### src/rtl/bram_accessor_pkg.sv
// Shared definitions for the bram_accessor read path: FSM state encoding and BRAM read latency.
// BRAM_READER_OUT_REG_EN selects a 2-cycle BRAM read latency (output register in use); default is 1.
package bram_accessor_pkg;

`ifdef BRAM_READER_OUT_REG_EN
   localparam int BRAM_RD_LAT = 2;
`else
   localparam int BRAM_RD_LAT = 1;
`endif

   localparam logic [1:0] IDLE  = 2'd0;
   localparam logic [1:0] ISSUE = 2'd1;
   localparam logic [1:0] DRAIN = 2'd2;
   localparam logic [1:0] DONE  = 2'd3;

   typedef enum logic [1:0] {
      ST_IDLE  = IDLE,
      ST_ISSUE = ISSUE,
      ST_DRAIN = DRAIN,
      ST_DONE  = DONE
   } state_e;

   function automatic int unsigned count_ones(input logic [BRAM_RD_LAT-1:0] v);
      int unsigned n;
      n = 0;
      for (int i = 0; i < BRAM_RD_LAT; i++) begin
         n = n + 32'(v[i]);
      end
      return n;
   endfunction

endpackage

### src/rtl/bram_read_streamer_if.sv
// BRAM read port plus valid/ready output stream of the read streamer.
// master = streamer side, slave = BRAM/downstream side.
interface bram_read_streamer_if #(
   parameter int AWIDTH = 12,
   parameter int DWIDTH = 32
);
   logic              bram_ce_o;
   logic [AWIDTH-1:0] bram_addr_o;
   logic [DWIDTH-1:0] bram_q_i;
   logic              m_valid_o;
   logic              m_ready_i;
   logic [DWIDTH-1:0] m_data_o;
   logic              m_last_o;

   modport master (
      output bram_ce_o,
      output bram_addr_o,
      input  bram_q_i,
      output m_valid_o,
      input  m_ready_i,
      output m_data_o,
      output m_last_o
   );

   modport slave (
      input  bram_ce_o,
      input  bram_addr_o,
      output bram_q_i,
      input  m_valid_o,
      output m_ready_i,
      input  m_data_o,
      input  m_last_o
   );
endinterface

### src/rtl/stream_sync_fifo.sv
// DEPTH x WIDTH synchronous FIFO; output is taken straight from the storage registers.
// No write-through: a word written this cycle becomes visible the next cycle.
module stream_sync_fifo #(
   parameter int DEPTH = 4,
   parameter int WIDTH = 33
) (
   input  logic                   clk,
   input  logic                   reset_n,
   input  logic                   wr_en_i,
   input  logic [WIDTH-1:0]       wr_data_i,
   input  logic                   rd_en_i,
   output logic [WIDTH-1:0]       rd_data_o,
   output logic [$clog2(DEPTH):0] count_o,
   output logic                   full_o,
   output logic                   empty_o
);
   localparam int AW = $clog2(DEPTH);

   logic [WIDTH-1:0] mem_q [DEPTH];
   logic [AW-1:0]    wr_ptr_q;
   logic [AW-1:0]    rd_ptr_q;
   logic [AW:0]      count_q;
   logic [AW:0]      count_d;
   logic             do_wr;
   logic             do_rd;

   assign full_o    = (count_q == (AW+1)'(DEPTH));
   assign empty_o   = (count_q == '0);
   assign count_o   = count_q;
   assign do_wr     = wr_en_i && !full_o;
   assign do_rd     = rd_en_i && !empty_o;
   assign rd_data_o = mem_q[rd_ptr_q];

   always_comb begin
      count_d = count_q;
      if (do_wr && !do_rd) begin
         count_d = count_q + 1'b1;
      end else if (!do_wr && do_rd) begin
         count_d = count_q - 1'b1;
      end
   end

   // Pointers wrap naturally because DEPTH is a power of two.
   always_ff @(posedge clk or negedge reset_n) begin
      if (!reset_n) begin
         wr_ptr_q <= '0;
         rd_ptr_q <= '0;
         count_q  <= '0;
      end else begin
         if (do_wr) wr_ptr_q <= wr_ptr_q + 1'b1;
         if (do_rd) rd_ptr_q <= rd_ptr_q + 1'b1;
         count_q <= count_d;
      end
   end

   always_ff @(posedge clk or negedge reset_n) begin
      if (!reset_n) begin
         for (int i = 0; i < DEPTH; i++) begin
            mem_q[i] <= '0;
         end
      end else if (do_wr) begin
         mem_q[wr_ptr_q] <= wr_data_i;
      end
   end

endmodule

### src/rtl/bram_read_streamer.sv
// Sequential BRAM reader: issues credit-limited reads and streams the data out with a last marker.
// BRAM_READER_OUT_REG_EN (via bram_accessor_pkg) lengthens the read delay line from 1 to 2 stages.
module bram_read_streamer
   import bram_accessor_pkg::*;
#(
   parameter int CNT_BIT    = 31,
   parameter int AWIDTH     = 12,
   parameter int DWIDTH     = 32,
   parameter int FIFO_DEPTH = 4
) (
   input  logic               clk,
   input  logic               reset_n,
   input  logic               start_i,
   input  logic [CNT_BIT-1:0] len_i,
   input  logic [AWIDTH-1:0]  base_addr_i,
   bram_read_streamer_if.master bus,
   output logic [CNT_BIT-1:0] cnt_o,
   output logic               busy_o,
   output logic               done_o
);
   state_e             state_q, state_d;
   logic [CNT_BIT-1:0] len_q, len_d;
   logic [CNT_BIT-1:0] cnt_q, cnt_d;
   logic [AWIDTH-1:0]  base_q, base_d;

   logic [BRAM_RD_LAT-1:0] vld_q;
   logic [BRAM_RD_LAT-1:0] last_q;

   logic [$clog2(FIFO_DEPTH):0] fifo_count;
   logic                        fifo_full;
   logic                        fifo_empty;
   logic [DWIDTH:0]             fifo_rd_data;

   logic credit_ok;
   logic issue;
   logic issue_last;
   logic beat;
   logic out_valid;

   // Credit counts words already queued plus reads still inside the BRAM pipe.
   assign credit_ok  = (32'(fifo_count) + count_ones(vld_q)) < 32'(FIFO_DEPTH);
   assign issue      = (state_q == ST_ISSUE) && credit_ok;
   assign issue_last = issue && (cnt_q == len_q - CNT_BIT'(1));
   assign out_valid  = !fifo_empty;
   assign beat       = out_valid && bus.m_ready_i;

   always_comb begin
      state_d = state_q;
      len_d   = len_q;
      base_d  = base_q;
      cnt_d   = cnt_q;
      unique case (state_q)
         ST_IDLE: begin
            if (start_i) begin
               len_d   = len_i;
               base_d  = base_addr_i;
               cnt_d   = '0;
               state_d = (len_i != '0) ? ST_ISSUE : ST_DONE;
            end
         end
         ST_ISSUE: begin
            if (issue) begin
               cnt_d = cnt_q + CNT_BIT'(1);
               if (issue_last) state_d = ST_DRAIN;
            end
         end
         ST_DRAIN: begin
            if (beat && fifo_rd_data[DWIDTH]) state_d = ST_DONE;
         end
         ST_DONE: begin
            state_d = ST_IDLE;
         end
         default: state_d = ST_IDLE;
      endcase
   end

   always_ff @(posedge clk or negedge reset_n) begin
      if (!reset_n) begin
         state_q <= ST_IDLE;
         len_q   <= '0;
         base_q  <= '0;
         cnt_q   <= '0;
      end else begin
         state_q <= state_d;
         len_q   <= len_d;
         base_q  <= base_d;
         cnt_q   <= cnt_d;
      end
   end

   // Delay line tracks each read through the BRAM so its data is captured on arrival.
   always_ff @(posedge clk or negedge reset_n) begin
      if (!reset_n) begin
         vld_q  <= '0;
         last_q <= '0;
      end else begin
         vld_q[0]  <= issue;
         last_q[0] <= issue_last;
         for (int k = 1; k < BRAM_RD_LAT; k++) begin
            vld_q[k]  <= vld_q[k-1];
            last_q[k] <= last_q[k-1];
         end
      end
   end

   stream_sync_fifo #(
      .DEPTH (FIFO_DEPTH),
      .WIDTH (DWIDTH + 1)
   ) u_fifo (
      .clk       (clk),
      .reset_n   (reset_n),
      .wr_en_i   (vld_q[BRAM_RD_LAT-1] && !fifo_full),
      .wr_data_i ({last_q[BRAM_RD_LAT-1], bus.bram_q_i}),
      .rd_en_i   (bus.m_ready_i),
      .rd_data_o (fifo_rd_data),
      .count_o   (fifo_count),
      .full_o    (fifo_full),
      .empty_o   (fifo_empty)
   );

   assign bus.bram_ce_o   = issue;
   assign bus.bram_addr_o = issue ? (base_q + AWIDTH'(cnt_q)) : '0;
   assign bus.m_valid_o   = out_valid;
   assign bus.m_data_o    = out_valid ? fifo_rd_data[DWIDTH-1:0] : '0;
   assign bus.m_last_o    = out_valid && fifo_rd_data[DWIDTH];

   assign cnt_o  = cnt_q;
   assign busy_o = (state_q != ST_IDLE);
   assign done_o = (state_q == ST_DONE);

endmodule

### src/flat_wrapper.sv
// flat-port wrapper written by rule: the top's interface ports become plain ports
module bram_read_streamer_flat import bram_accessor_pkg::*;
#(
   parameter int CNT_BIT    = 31,
   parameter int AWIDTH     = 12,
   parameter int DWIDTH     = 32,
   parameter int FIFO_DEPTH = 4
)
  (clk, reset_n, start_i, len_i, base_addr_i, cnt_o, busy_o, done_o, bus_bram_ce_o, bus_bram_addr_o, bus_bram_q_i, bus_m_valid_o, bus_m_ready_i, bus_m_data_o, bus_m_last_o);
  bram_read_streamer_if #(.AWIDTH(AWIDTH), .DWIDTH(DWIDTH)) bus_i ();
  input  logic clk;
  input  logic reset_n;
  input  logic start_i;
  input  logic [CNT_BIT-1:0] len_i;
  input  logic [AWIDTH-1:0] base_addr_i;
  output logic [CNT_BIT-1:0] cnt_o;
  output logic busy_o;
  output logic done_o;
  output wire logic [$bits(bus_i.bram_ce_o)-1:0] bus_bram_ce_o;
  output wire logic [$bits(bus_i.bram_addr_o)-1:0] bus_bram_addr_o;
  input wire logic [$bits(bus_i.bram_q_i)-1:0] bus_bram_q_i;
  output wire logic [$bits(bus_i.m_valid_o)-1:0] bus_m_valid_o;
  input wire logic [$bits(bus_i.m_ready_i)-1:0] bus_m_ready_i;
  output wire logic [$bits(bus_i.m_data_o)-1:0] bus_m_data_o;
  output wire logic [$bits(bus_i.m_last_o)-1:0] bus_m_last_o;
  assign bus_bram_ce_o = bus_i.bram_ce_o;
  assign bus_bram_addr_o = bus_i.bram_addr_o;
  assign bus_i.bram_q_i = bus_bram_q_i;
  assign bus_m_valid_o = bus_i.m_valid_o;
  assign bus_i.m_ready_i = bus_m_ready_i;
  assign bus_m_data_o = bus_i.m_data_o;
  assign bus_m_last_o = bus_i.m_last_o;
  bram_read_streamer #(.CNT_BIT(CNT_BIT), .AWIDTH(AWIDTH), .DWIDTH(DWIDTH), .FIFO_DEPTH(FIFO_DEPTH)) u_core (.clk(clk), .reset_n(reset_n), .start_i(start_i), .len_i(len_i), .base_addr_i(base_addr_i), .bus(bus_i), .cnt_o(cnt_o), .busy_o(busy_o), .done_o(done_o));
endmodule
### config.mk
export PLATFORM = sky130hd
export DESIGN_NAME = bram_read_streamer_flat
export DESIGN_NICKNAME = d
export VERILOG_FILES = /design/src/rtl/bram_accessor_pkg.sv /design/src/rtl/bram_read_streamer_if.sv /design/src/rtl/stream_sync_fifo.sv /design/src/rtl/bram_read_streamer.sv /design/src/flat_wrapper.sv
export SDC_FILE = /design/constraint.sdc
export NUM_CORES = 1
export LEC_CHECK = 0
export CAP_MARGIN = 30
export CORE_MARGIN = 4
export CORE_UTILIZATION = 30
export DETAILED_ROUTE_END_ITERATION = 8
export PLACE_DENSITY = 0.48
export RECOVER_POWER = 25
export SYNTH_ARGS = -nofsm -noshare
export SYNTH_HDL_FRONTEND = slang
export SYNTH_SLANG_ARGS = --single-unit
### constraint.sdc
create_clock -name clk -period 2.7 [get_ports clk]
set_input_delay 0.405 -clock clk [delete_from_list [all_inputs] [get_ports clk]]
set_output_delay 0.405 -clock clk [all_outputs]
set_load 0.02 [all_outputs]
==> results.sh <==
export IMPL_critPathMaxFanout=2
export IMPL_finalSetupTns_ps=-2390
export IMPL_hold_path_depth=2
export IMPL_dp_hpwl_mm=21.4
export IMPL_drc=0
export IMPL_skew_ps=8.98
export IMPL_clk_latency_ps=520
export IMPL_vias=8106
export IMPL_start_util_pct=30.3
export IMPL_synth_simple_area_share_pct=12.4
export IMPL_port_buffers=158
export IMPL_fillers=3677
export IMPL_place_congestion=0.769
export IMPL_critPathSlowestCell="dfrtp_1"
export IMPL_rows=71
export IMPL_drt_iter0_drc=266
export IMPL_synth_xor_area_share_pct=5.22
export IMPL_cpMostUsedCell="buf_4"
export IMPL_avgSynthCellArea_um2=12.3
export IMPL_p_leak_nw=6.26
export IMPL_synth_edff_count=0
export IMPL_status="finished, violations left"
export IMPL_cts_sinks=217
export IMPL_grt_pass1_wl_mm=48.7
export IMPL_ys_seq_elements=217
export IMPL_synth_nets=1034
export IMPL_synth_top_family_by_area="multiplexers"
export IMPL_rsz0062_at_grt="true"
export IMPL_crit_type="register to primary output"
export IMPL_drive_above_1_share_pct=35.3
export IMPL_hold_path_class="input port to register"
export IMPL_worst_r2r_path_depth=8
export IMPL_worst_endpoint_arrival_ps=2780
export IMPL_worst_slack_ps=-480
export IMPL_synth_seq_area_share_pct=47.6
export IMPL_antenna_found_initial=1
export IMPL_hold_viol=0
export IMPL_die_width_um=203
export IMPL_slew_violations=71
export IMPL_setup_viol=7
export IMPL_crit_chain="ha_4, fa_2, a21o_1, a21oi_2, nor2_2, o21a_1, o41ai_2, buf_4, xor2_1, nor2_1, buf_4"
export IMPL_r2r_end="u_core.state_q[0]"
export IMPL_clockPowerShare_pct=19.6
export IMPL_r2r_start="u_core.len_q[15]"
export IMPL_slew_headroom_pct=-26.6
export IMPL_yosys_warnings=0
export IMPL_die_h_um=203
export IMPL_die_area_mm2=0.0412
export IMPL_hold_path_end="u_core.base_q[11]"
export IMPL_p_total_mw=17.3
export IMPL_synth_fa_ha_area_share_pct=2.87
export IMPL_grt_usage_pct=14.5
export IMPL_ctsHtreeMaxLevel=1
export IMPL_power_switching_mw=6.06
export IMPL_area_growth_syn_to_layout_pct=33.3
export IMPL_io_pins=159
export IMPL_cap_violations=1
export IMPL_p_sw_share_pct=35.1
export IMPL_critPathLaunchType="register"
export IMPL_synth_async_sr_flop_share_pct=100
export IMPL_coreArea_mm2=0.0376
export IMPL_seqPwrFrac_pct=32.4
export IMPL_final_cell_mix="dfrtp_1 (213), mux2_2 (177), clkdlybuf4s50_1 (111), buf_4 (85), nor2_1 (51)"
export IMPL_final_area_mm2=0.0152
export IMPL_fmax_ghz=0.314
export IMPL_place_area_mm2=0.0142
export IMPL_finalCriticalPeriod_ps=3180
export IMPL_cts_buffer_depth=3
export IMPL_wl_per_cell_um=17.9
export IMPL_post_route_period_util_pct=118
export IMPL_totalWireLength_mm=30.2
export IMPL_power_density_mw_per_mm2=1130
export IMPL_post_place_cells=1633
export IMPL_final_util_pct=40.5
export IMPL_end_kind="primary output"
export IMPL_r2r_slack_ps=70
export IMPL_grt_pass1_vias=8666
export IMPL_cts_tree="yes"
export IMPL_clockRootBuffer="clkbuf_16"
export IMPL_ys_types=69
export IMPL_final_nets=1270
export IMPL_overflow=0
export IMPL_ir_worst_vdd_mv=0.396
export IMPL_synth_top_flop_cell="dfrtp_1"
export IMPL_synth_area_mux_share_pct=24.2
export IMPL_finalNonFillerCells=1692
export IMPL_tightest_slew_ps=1900
export IMPL_syn_cell_area_mm2=0.0114
export IMPL_p_comb_share_pct=48.1
export IMPL_drt_first_pass_iters=4
export IMPL_multiInputGateArea_mm2=0.00587
export IMPL_synth_compound_gate_area_share_pct=5.28
export IMPL_cts_clk_slew_worst_paths_ps=60
export IMPL_final_common_cell="dfrtp_1"
export IMPL_cp_required_ps=2300
export IMPL_violations="capacitance limit, slew limit, setup timing"
export IMPL_postSynthCellCount=930
export IMPL_cts_inserted_buffers=26
export IMPL_grt_max_degree=72
export IMPL_slowest_delay_ps=420
export IMPL_drtAntennaViolNets=0
export IMPL_min_from="base_addr_i[11]"
export IMPL_power_internal_mw=11.2
export IMPL_seq_area_mm2=0.00544
export IMPL_vias_per_cell=4.79
[area by class of cell]
class / count / area share [%]
Tap cell: 511 / 4.21
Sequential cell: 217 / 35.8
Clock inverter: 7 / 0.395
Clock buffer: 35 / 4.97
Inverter: 24 / 0.593
Multi-Input combinational cell: 644 / 38.6
Antenna cell: 1 / 0.0165
Timing Repair Buffer: 253 / 15.4
[per-stage QoR]
stage / worst slack (ps) / hold slack [ps]
6_report: -480 / 497
5_1_grt: -700 / 492
4_1_cts: -522 / 459
3_5_place_dp: -461 / 434
3_3_place_gp: -472 / 436
2_1_floorplan: -28.2 / 109
[synthesized netlist by cell type, types with 5 or more instances]
master      n  area (µm²)
buf_1      16        60.1
o211ai_1    7        52.6
mux4_2     33         743
nand2b_1    7        43.8
o21ai_0    19        95.1
dfrtp_1   217        5430
a21oi_1    23         115
mux2_2    177        1990
nor2_1     54         203
or3_1      18         113
xnor2_1    45         394
inv_1      24        90.1
clkbuf_1   25        93.8
nor3_1     17        85.1
nor4_1     15        93.8
o31ai_1     5        37.5
and2_1     38         238
or4_1       5        37.5
xor2_1     23         201
ha_1       23         288
nand3_1    17        85.1
nand2_1    30         113
nand4_1    15        93.8
[worst max path at each step]
stage	end	slack [ps]	start
6_report	bus_bram_addr_o[8]	-480	u_core.base_q[0]
3_3_place_gp	bus_bram_addr_o[10]	-470	u_core.cnt_o[0]
5_1_grt	bus_bram_addr_o[10]	-700	u_core.base_q[0]
2_1_floorplan	bus_bram_addr_o[10]	-30	u_core.cnt_o[0]
4_1_cts	bus_bram_addr_o[8]	-520	u_core.base_q[0]
3_5_place_dp	bus_bram_addr_o[10]	-460	u_core.base_q[0]
[registers in the layout, summed over array words and instances (netlist names)]
name,count
u_core.u_fifo.mem_q,132
u_core.cnt_o,31
u_core.len_q,31
u_core.base_q,12
u_core.u_fifo.count_o,3
u_core.state_q,2
u_core.u_fifo.rd_ptr_q,2
u_core.u_fifo.wr_ptr_q,2
u_core.last_q,1
u_core.vld_q,1
[power by group through the flow]
stage | sequential [mW] | combinational (mW) | clock (mW)
after CTS | 5.58 | 8.37 | 3.53
after global placement | 5.59 | 8.47 | 0
final | 5.58 | 8.29 | 3.38
after detailed placement | 5.62 | 8.54 | 0
after global routing | 5.77 | 9.06 | 3.65
after floorplan | 5.41 | 5.50 | 0
[critical path, delay by kind of cell, from the launching register on]
family / cells / cell delay [ps]
AO/OA/AOI/OAI: 4 / 760
XOR/XNOR: 1 / 140
adder cells (fa/ha/maj): 2 / 510
buffers and inverters: 2 / 320
flip-flops: 1 / 420
AND/OR/NAND/NOR: 2 / 110
[timing repair]
item / CTS / global route
buffers inserted: 7 / 7
hold buffers: 1 / 0
gates cloned: 1 / 0
pin swaps: 6 / 10
hold endpoints to repair: 68 / 0
endpoints found under the setup margin: 49 / 41
resized for setup: 96 / 48
[cell families (layout without fill, tap and decap cells)]
| family | Yosys count | in the layout |
|---|---|---|
| simple gates | 249 | 249 |
| mux | 212 | 212 |
| fa+ha+maj | 25 | 25 |
| xor+xnor | 68 | 68 |
| buf+inv | 69 | 319 |
| flops | 217 | 217 |
| compound gates | 90 | 90 |
| other cells | 0 | 1 |
[metal layers]
layer / up-vias / GRT usage (%) / wire, µm
met2: 121 / 25.1 / 14900
met4: 0 / 3.10 / 500
met3: 33 / 1.93 / 1020
met1: 4083 / 19.6 / 13800
met5: - / 0 / 0
li1: 3869 / - / -
Note: power is estimated with default switching activity, not from simulation.
